**src/rtl/pipeline_decode.sv**
```systemverilog
// RV32I decode stage: IF/ID latch, register file, immediate/control decode, load-use stall, ID/EX register.
// Optional macro PIPELINE_DECODE_WB_BYPASS_EN forwards a same-cycle writeback into the captured operands.
module pipeline_decode #(
  parameter int          XLEN      = 32,
  parameter logic [31:0] NOP_INSTR = 32'h0000_0013
) (
  input  logic            clk_i,
  input  logic            reset_i,
  input  logic [31:0]     instruction_i,
  input  logic [XLEN-1:0] pc_i,
  input  logic [XLEN-1:0] pcsrc_i,
  input  logic            flush_i,
  input  logic            wb_en_i,
  input  logic [4:0]      wb_rd_i,
  input  logic [XLEN-1:0] wb_data_i,
  output logic            stall_o,
  output logic            valid_o,
  output logic [XLEN-1:0] pc_o,
  output logic [XLEN-1:0] pcplus4_o,
  output logic [XLEN-1:0] rs1_data_o,
  output logic [XLEN-1:0] rs2_data_o,
  output logic [XLEN-1:0] imm_o,
  output logic [4:0]      rs1_o,
  output logic [4:0]      rs2_o,
  output logic [4:0]      rd_o,
  output logic [2:0]      funct3_o,
  output logic            funct7b5_o,
  output logic            reg_write_o,
  output logic            mem_read_o,
  output logic            mem_write_o,
  output logic            mem_to_reg_o,
  output logic            alu_src_o,
  output logic            branch_o,
  output logic            jump_o,
  output logic            jalr_o,
  output logic            lui_o,
  output logic            auipc_o,
  output logic            illegal_o
);

  localparam logic [6:0] OP_LUI    = 7'b0110111;
  localparam logic [6:0] OP_AUIPC  = 7'b0010111;
  localparam logic [6:0] OP_JAL    = 7'b1101111;
  localparam logic [6:0] OP_JALR   = 7'b1100111;
  localparam logic [6:0] OP_BRANCH = 7'b1100011;
  localparam logic [6:0] OP_LOAD   = 7'b0000011;
  localparam logic [6:0] OP_STORE  = 7'b0100011;
  localparam logic [6:0] OP_IMM    = 7'b0010011;
  localparam logic [6:0] OP_OP     = 7'b0110011;

  logic [31:0]     ifid_instr;
  logic [XLEN-1:0] ifid_pc;
  logic [XLEN-1:0] ifid_pcplus4;
  logic            ifid_valid;
  logic [XLEN-1:0] regs [32];

  logic [6:0] opcode;
  logic [4:0] rd, rs1, rs2;
  logic [XLEN-1:0] imm_i, imm_s, imm_b, imm_u, imm_j;
  logic [XLEN-1:0] rs1_val, rs2_val;
  logic hit1, hit2;

  logic dec_reg_write, dec_mem_read, dec_mem_write, dec_mem_to_reg, dec_alu_src;
  logic dec_branch, dec_jump, dec_jalr, dec_lui, dec_auipc, dec_illegal;
  logic uses_rs1, uses_rs2;
  logic [XLEN-1:0] dec_imm;

  assign opcode = ifid_instr[6:0];
  assign rd     = ifid_instr[11:7];
  assign rs1    = ifid_instr[19:15];
  assign rs2    = ifid_instr[24:20];

  assign imm_i = {{(XLEN-12){ifid_instr[31]}}, ifid_instr[31:20]};
  assign imm_s = {{(XLEN-12){ifid_instr[31]}}, ifid_instr[31:25], ifid_instr[11:7]};
  assign imm_b = {{(XLEN-12){ifid_instr[31]}}, ifid_instr[7], ifid_instr[30:25], ifid_instr[11:8], 1'b0};
  assign imm_u = {{(XLEN-32){ifid_instr[31]}}, ifid_instr[31:12], 12'h000};
  assign imm_j = {{(XLEN-20){ifid_instr[31]}}, ifid_instr[19:12], ifid_instr[20], ifid_instr[30:21], 1'b0};

`ifdef PIPELINE_DECODE_WB_BYPASS_EN
  assign hit1 = wb_en_i && (wb_rd_i != 5'd0) && (wb_rd_i == rs1);
  assign hit2 = wb_en_i && (wb_rd_i != 5'd0) && (wb_rd_i == rs2);
`else
  assign hit1 = 1'b0;
  assign hit2 = 1'b0;
`endif

  assign rs1_val = (rs1 == 5'd0) ? '0 : (hit1 ? wb_data_i : regs[rs1]);
  assign rs2_val = (rs2 == 5'd0) ? '0 : (hit2 ? wb_data_i : regs[rs2]);

  // Opcode decode: control bits, immediate format and source-register usage
  always_comb begin
    dec_reg_write  = 1'b0;
    dec_mem_read   = 1'b0;
    dec_mem_write  = 1'b0;
    dec_mem_to_reg = 1'b0;
    dec_alu_src    = 1'b0;
    dec_branch     = 1'b0;
    dec_jump       = 1'b0;
    dec_jalr       = 1'b0;
    dec_lui        = 1'b0;
    dec_auipc      = 1'b0;
    dec_illegal    = 1'b0;
    uses_rs1       = 1'b0;
    uses_rs2       = 1'b0;
    dec_imm        = '0;
    case (opcode)
      OP_LUI:    begin dec_reg_write = 1'b1; dec_lui = 1'b1; dec_alu_src = 1'b1; dec_imm = imm_u; end
      OP_AUIPC:  begin dec_reg_write = 1'b1; dec_auipc = 1'b1; dec_alu_src = 1'b1; dec_imm = imm_u; end
      OP_JAL:    begin dec_reg_write = 1'b1; dec_jump = 1'b1; dec_imm = imm_j; end
      OP_JALR:   begin
        dec_reg_write = 1'b1; dec_jump = 1'b1; dec_jalr = 1'b1; dec_alu_src = 1'b1;
        dec_imm = imm_i; uses_rs1 = 1'b1;
      end
      OP_BRANCH: begin dec_branch = 1'b1; dec_imm = imm_b; uses_rs1 = 1'b1; uses_rs2 = 1'b1; end
      OP_LOAD:   begin
        dec_reg_write = 1'b1; dec_mem_read = 1'b1; dec_mem_to_reg = 1'b1; dec_alu_src = 1'b1;
        dec_imm = imm_i; uses_rs1 = 1'b1;
      end
      OP_STORE:  begin
        dec_mem_write = 1'b1; dec_alu_src = 1'b1; dec_imm = imm_s; uses_rs1 = 1'b1; uses_rs2 = 1'b1;
      end
      OP_IMM:    begin dec_reg_write = 1'b1; dec_alu_src = 1'b1; dec_imm = imm_i; uses_rs1 = 1'b1; end
      OP_OP:     begin dec_reg_write = 1'b1; uses_rs1 = 1'b1; uses_rs2 = 1'b1; end
      default:   dec_illegal = 1'b1;
    endcase
  end

  // The bubble clears mem_read_o, so a load-use stall can never last more than one cycle
  assign stall_o = !reset_i && ifid_valid && !flush_i && valid_o && mem_read_o && (rd_o != 5'd0) &&
                   ((uses_rs1 && (rs1 == rd_o)) || (uses_rs2 && (rs2 == rd_o)));

  // IF/ID register: flush beats stall beats capture
  always_ff @(posedge clk_i) begin
    if (reset_i) begin
      ifid_instr   <= NOP_INSTR;
      ifid_valid   <= 1'b0;
      ifid_pc      <= '0;
      ifid_pcplus4 <= '0;
    end else if (flush_i) begin
      ifid_instr <= NOP_INSTR;
      ifid_valid <= 1'b0;
    end else if (!stall_o) begin
      ifid_instr   <= instruction_i;
      ifid_pc      <= pc_i;
      ifid_pcplus4 <= pcsrc_i;
      ifid_valid   <= 1'b1;
    end
  end

  // Register file write port; x0 is never written and reads are masked to zero
  always_ff @(posedge clk_i) begin
    if (reset_i) begin
      for (int i = 0; i < 32; i++) regs[i] <= '0;
    end else if (wb_en_i && (wb_rd_i != 5'd0)) begin
      regs[wb_rd_i] <= wb_data_i;
    end
  end

  // ID/EX register: reset and bubbles both drive every field to zero
  always_ff @(posedge clk_i) begin
    if (reset_i || flush_i || stall_o) begin
      valid_o <= 1'b0; pc_o <= '0; pcplus4_o <= '0; rs1_data_o <= '0; rs2_data_o <= '0; imm_o <= '0;
      rs1_o <= 5'd0; rs2_o <= 5'd0; rd_o <= 5'd0; funct3_o <= 3'd0; funct7b5_o <= 1'b0;
      reg_write_o <= 1'b0; mem_read_o <= 1'b0; mem_write_o <= 1'b0; mem_to_reg_o <= 1'b0;
      alu_src_o <= 1'b0; branch_o <= 1'b0; jump_o <= 1'b0; jalr_o <= 1'b0; lui_o <= 1'b0;
      auipc_o <= 1'b0; illegal_o <= 1'b0;
    end else begin
      valid_o      <= ifid_valid;
      pc_o         <= ifid_pc;
      pcplus4_o    <= ifid_pcplus4;
      rs1_data_o   <= rs1_val;
      rs2_data_o   <= rs2_val;
      imm_o        <= dec_imm;
      rs1_o        <= rs1;
      rs2_o        <= rs2;
      rd_o         <= rd;
      funct3_o     <= ifid_instr[14:12];
      funct7b5_o   <= ifid_instr[30];
      reg_write_o  <= ifid_valid && dec_reg_write && (rd != 5'd0);
      mem_read_o   <= ifid_valid && dec_mem_read;
      mem_write_o  <= ifid_valid && dec_mem_write;
      mem_to_reg_o <= ifid_valid && dec_mem_to_reg;
      alu_src_o    <= ifid_valid && dec_alu_src;
      branch_o     <= ifid_valid && dec_branch;
      jump_o       <= ifid_valid && dec_jump;
      jalr_o       <= ifid_valid && dec_jalr;
      lui_o        <= ifid_valid && dec_lui;
      auipc_o      <= ifid_valid && dec_auipc;
      illegal_o    <= ifid_valid && dec_illegal;
    end
  end

endmodule

```
**config.mk**
```make
export PLATFORM = sky130hd
export DESIGN_NAME = pipeline_decode
export DESIGN_NICKNAME = d
export VERILOG_FILES = /design/src/rtl/pipeline_decode.sv
export SDC_FILE = /design/constraint.sdc
export NUM_CORES = 2
export LEC_CHECK = 0
export ABC_AREA = 1
export BUFFER_PORTS_ARGS = -buffer_cell sky130_fd_sc_hd__buf_2
export CAP_MARGIN = 20
export CORE_MARGIN = 4
export CORE_UTILIZATION = 45
export DETAILED_ROUTE_END_ITERATION = 10
export SYNTH_ARGS = -nofsm -noshare
export SYNTH_HDL_FRONTEND = slang
export SYNTH_SLANG_ARGS = --single-unit
```
**constraint.sdc**
```tcl
create_clock -name clk_i -period 3.4 [get_ports clk_i]
set_input_delay 0.68 -clock clk_i [delete_from_list [all_inputs] [get_ports clk_i]]
set_output_delay 0.68 -clock clk_i [all_outputs]
set_load 0.02 [all_outputs]
```
== After elaboration in Yosys (flattened, before gate mapping) ==
Memories as Yosys holds them, arrays and structs flattened. A register that Yosys moved wholly into a read port is not among the register bits.
Index checks and enable logic that the tools add are counted.
Storage, ports and cells
  memories kept: 1
  bits of input ports: 137
  output and inout bits: 192
  bits in writable memories: 1024
  word-level logic and storage cells: 101
  register bits after elaboration: 223
Memory list
  regs: depth 32, bits a word 32, read ports 2, clocked after Yosys merged registers in 2, wr ports 32, line 55  | logic [XLEN-1:0] regs [32];
Operators by class
  mux-type cells: 21
  bitwise operators: 2
  equal/unequal tests: 11
  reduce and logical (&&, ||, !) cells: 43
Operators with widths (count)
  $pmux 32 s5: 1
  $mux 32: 1
  $reduce_or 32->1: 1
  $eq 7x6->1 const B: 3
  $eq 7x7->1 const B: 3
  $logic_and 1x1->1: 20
  $mux 1: 18
  $reduce_bool 5->1: 3
  $eq 7x5->1 const B: 2
  $reduce_or 6->1: 2
  $eq 5x5->1: 2
  $logic_not 5->1: 2
  $reduce_or 2->1: 5
  $reduce_or 9->1: 1
  $eq 7x2->1 const B: 1
  $reduce_or 7->1: 1
  $reduce_or 3->1: 2
  $mux 5: 1
  $logic_or 1x1->1: 3
  $logic_not 1->1: 2
  $not 1->1: 2
  $reduce_and 2->1: 1

== Longest topological paths before layout ==
  depth after elaboration: 9
  gate-level depth with buffers: 14
  gate-level depth less buffers: 12

== Worst setup path after synthesis ==
No wires, ideal clock.
  path kind: input to register
  start point: in wb_rd_i[2]
  end point: mem regs[30][0], enable pin
  buffers on the path: 1
  slack: 0.563 ns
  stages on the path: 9
  arrival: 2.359 ns
  path through: nor3_1 inv_1 o21ai_0 inv_1 nand2_1 inv_1 nand2_1 buf_2 nand2_1
RTL lines
  start: declaration: line 14  | input logic [4:0] wb_rd_i,
  end: declaration: line 55

== Final worst setup path ==
  start point: reg ifid_instr[18]
  end point: out stall_o
Between the ends
  word-level cells in the longest chain between the ends: 4
RTL lines
  start: declaration: line 51  | logic [31:0] ifid_instr;
  start signal: assignment: line 143  | ifid_instr <= instruction_i;
  $eq 5x5->1: line 130  | ((uses_rs1 && (rs1 == rd_o)) || (uses_rs2 && (rs2 == rd_o)));
  $logic_and 1x1->1: line 130
  $logic_or 1x1->1: line 130
  $logic_and 1x1->1: line 129  | assign stall_o = !reset_i && ifid_valid && !flush_i && valid_o && mem_read_o && (rd_o != 5'd0) &&
  end: declaration: line 16  | output logic stall_o,
No other way between the ends.

==> impl_summary.md <==
Clock tree
The H-tree was split into 4 levels. Counting the buffers created by CTS gives 148. The clock slew seen by the registers of the worst setup and hold paths is 0.06 ns. The maximum clock path buffer count is 3. The clock network latency to the later pin of the worst-skew pair is 0.81 ns. TritonCTS built the clock tree. The number of clock sinks is 1311. The root buffer cell chosen for the clock tree is sky130_fd_sc_hd__clkbuf_16.

Worst setup path
Of all nets on the critical path, the largest fanout is 12. The required time of the critical path is 2.72 ns. On the critical path the largest part of the delay comes from simple AND/OR/NAND/NOR gates.

On the worst path, the slowest cell contributes a delay of 0.59 ns. Measured in cells, the most critical reg-to-reg path has a length of 9. The worst register-to-register path begins at ifid_instr[22]. The category of the most critical setup path is register to output port. The arrival time at the worst endpoint is 2.58 ns.

Walking the worst path, the cells encountered are inv_1 -> nand2_1 -> nand2_1 -> nor2_1 -> nand3_1 -> nand2_4 -> nand2_4 -> inv_2 -> buf_2. The startpoint class of the critical path is a register. The combined buffer and inverter count along the critical path is 3.

The worst setup path is captured at an output port. The worst-case register-to-register setup slack is 0.58 ns. The slowest stage of the critical path is the sky130_fd_sc_hd__dfxtp_4 cell. The reg-to-reg endpoint is rs2_data_o[11].

Power and ir drop
Dividing total power by cell area gives a power density of 523 nW/um^2. For this design the static power due to leakage is 30.0 nW. The post-route total power is 39.0 mW.

VDD sags by at most 0.361 mV.

Routing
The remaining number of nets flagged by the antenna check after routing is 0. Wires add up to 225 mm. In the routed design, unresolved DRC markers number 0. The pre-antenna-repair detailed-routing pass consisted of 7 iterations. The vias per cell is 5.73. The post-detailed-route wirelength per cell is 22.8 um.

The final route contains 56367 vias. For this block, the initial DRC count from the detailed router was 7087.

STA
The sum of negative setup slack is 0 ns. Setup repair after global routing left no endpoint under its margin. In this run the tightest slew margin relative to its limit is 26.4%. Across all setup checks in the final design, the least slack found is 0.140 ns. Setup violations remaining at the end of the flow were counted as 0. The worst path uses 95.9% of the clock period. The worst-margin pin slew is 1.10 ns. The final-report max-slew violation count is 0. The routed design could run at a clock period as short as 3.26 ns. The total count of hold-check failures in the final report was 0. The final clock skew is 0.0283 ns. The maximum clock frequency is 307 MHz.

Global routing
The via count of the first global-routing pass is 52997. The first-pass GRT wire length is 333 mm. The global route total overflow is 0. Entering global routing, the biggest net connects 149 pins. The number of antenna violations at the first check in global routing is 1. The global-route usage over all layers is 28.9%.

Placement
The cell total after placement is 9558. Prior to clock tree synthesis, the placed netlist has a worst setup slack of -0.0370 ns. Detailed placement finished with a half-perimeter wire length of 141 mm. The final weighted congestion of routability-driven global placement is 0.903. The count of input and output buffers is 328. The placed instances occupy a cell area of 69500 um^2.

Die
The starting utilization of the core area is 45.3%. In this run the horizontal extent of the chip is 389 um. The overall die area is 151000 um^2. The initialized floorplan defines 139 standard-cell rows. The number of placed I/O pins is 329. The area of the placeable core is 144000 um^2.

The height of the die is 389 um.

Synthesis
Yosys printed 0 warnings. The share of the synthesized area in the top cell type is 47.2%. The biggest area contributor in the post-synthesis netlist is sky130_fd_sc_hd__edfxtp_1. After technology mapping, the gate count stands at 7713. Yosys attributes the largest share of cell area to sky130_fd_sc_hd__edfxtp_1 (47%), sky130_fd_sc_hd__dfxtp_1 (8.8%), sky130_fd_sc_hd__nor2_1 (8.3%). The netlist uses 36 different library cells. In this run, synthesis produced a sequential element count of 1311. In this run the mean area of a mapped cell was 8.45 um^2.

After synthesis, flip-flops and latches occupy 56.0% of the total area. The cell area that synthesis handed to floorplanning was 65200 um^2.

Layout
The post-route netlist has 11.3% of its cells at a drive strength greater than 1. The final layout contains 7948 nets. The final instance area is 74600 um^2.

Leaving out filler cells and counting taps, the final layout contains 9838. The area growth from synthesis to layout is 14.5%.

Min path
The depth of the worst hold-timing path is 2. The class of the tightest hold or removal check is input pin to register. For hold timing, the worst endpoint is ifid_instr[0]. The startpoint identified for the worst hold timing path is instruction_i[0].

Job
Across the run, the number of max-cap violations was 0.

Run status
The flow ran to the end, and the final reports show no timing, DRC or antenna violations.
[per-layer routing]
metal	track usage, %	routed length, um
met5	0	0
met4	17.7	14700
met3	4.72	20800
met2	44.4	101000
met1	38.4	88300
[cell families after synthesis]
kind of cell | count (synthesis) | synth area share, %
buffers and inverters | 1416 | 8.94
other | 1 | 0.00575
AND/OR/NAND/NOR | 3359 | 20.8
AO/OA/AOI/OAI | 1621 | 14.2
flip-flops | 1311 | 56.0
XOR/XNOR | 5 | 0.0672
[stage by stage]
step	hold slack (ns)	util (%)
2_1_floorplan	0.408	-
4_1_cts	0.0380	51.9
5_1_grt	0.0648	51.9
3_3_place_gp	0.411	48.3
6_report	0.0887	51.9
3_5_place_dp	0.413	48.3
[report_power, final]
part           switching (mW)  total (mW)  internal (mW)  leakage [nW]
Combinational            2.92        4.04           1.12          15.4
Sequential              0.382        18.5           18.1          12.1
Clock                    6.90        16.5           9.61          2.48
[final cells by class]
class	count	area, um^2
inverter	742	2800
multi-input combinational	5017	23100
antenna	1	2.50
clock buffer	207	4340
fill	13201	69200
clock inverter	66	693
timing repair buffer	591	4810
tap	1903	2380
sequential	1311	36500
[cells in the final DEF (no fill, tap or decap), drive strengths merged, types with 19 or more instances in the layout]
master / n
nor2: 1443
o211ai: 439
dfxtp: 287
nor3: 19
o21ai: 590
clkbuf: 207
nand3: 642
a21oi: 571
nand2: 1247
edfxtp: 1024
clkinv: 58
inv: 740
buf: 591
conb: 32
[state kept, by name (all words and copies together), names as in the netlist, 3 cells and up]
signal / flops
pc_o: 32
ifid_instr: 32
ifid_pcplus4: 32
rd_o: 5
rs1_data_o: 32
regs: 1024
ifid_pc: 32
pcplus4_o: 32
funct3_o: 3
rs1_o: 5
rs2_o: 5
rs2_data_o: 32
imm_o: 32
[cells in the mapped netlist, drive strengths merged]
cell / number
nor2: 1443
nand2: 1247
edfxtp: 1024
inv: 737
nand3: 642
o21ai: 590
a21oi: 571
o211ai: 439
buf: 366
clkbuf: 308
dfxtp: 287
nor3: 19
o22ai: 15
a22oi: 5
clkinv: 5
nand4: 5
xor2: 3
nand3b: 2
xnor2: 2
a31oi: 1
and3: 1
conb: 1
[what timing repair did]
item                       in CTS  in global routing
hold buffers                    0                  0
setup endpoints to repair       1                  1
buffers inserted                2                  4
resized for setup               1                  0
[worst max path at each step]
stage                               to           start  slack (ns)  depth (start not counted)
after detailed placement   regs[25][3]      wb_rd_i[2]       -0.04                         10
final                          stall_o  ifid_instr[18]        0.14                          9
after CTS                      stall_o  ifid_instr[18]        0.04                          9
after floorplan            regs[30][0]      wb_rd_i[2]        0.56                          9
after global routing           stall_o  ifid_instr[17]       0.003                          9
after global placement    regs[25][28]      wb_rd_i[2]       -0.03                         10
Note: power is estimated with default switching activity, not from simulation.
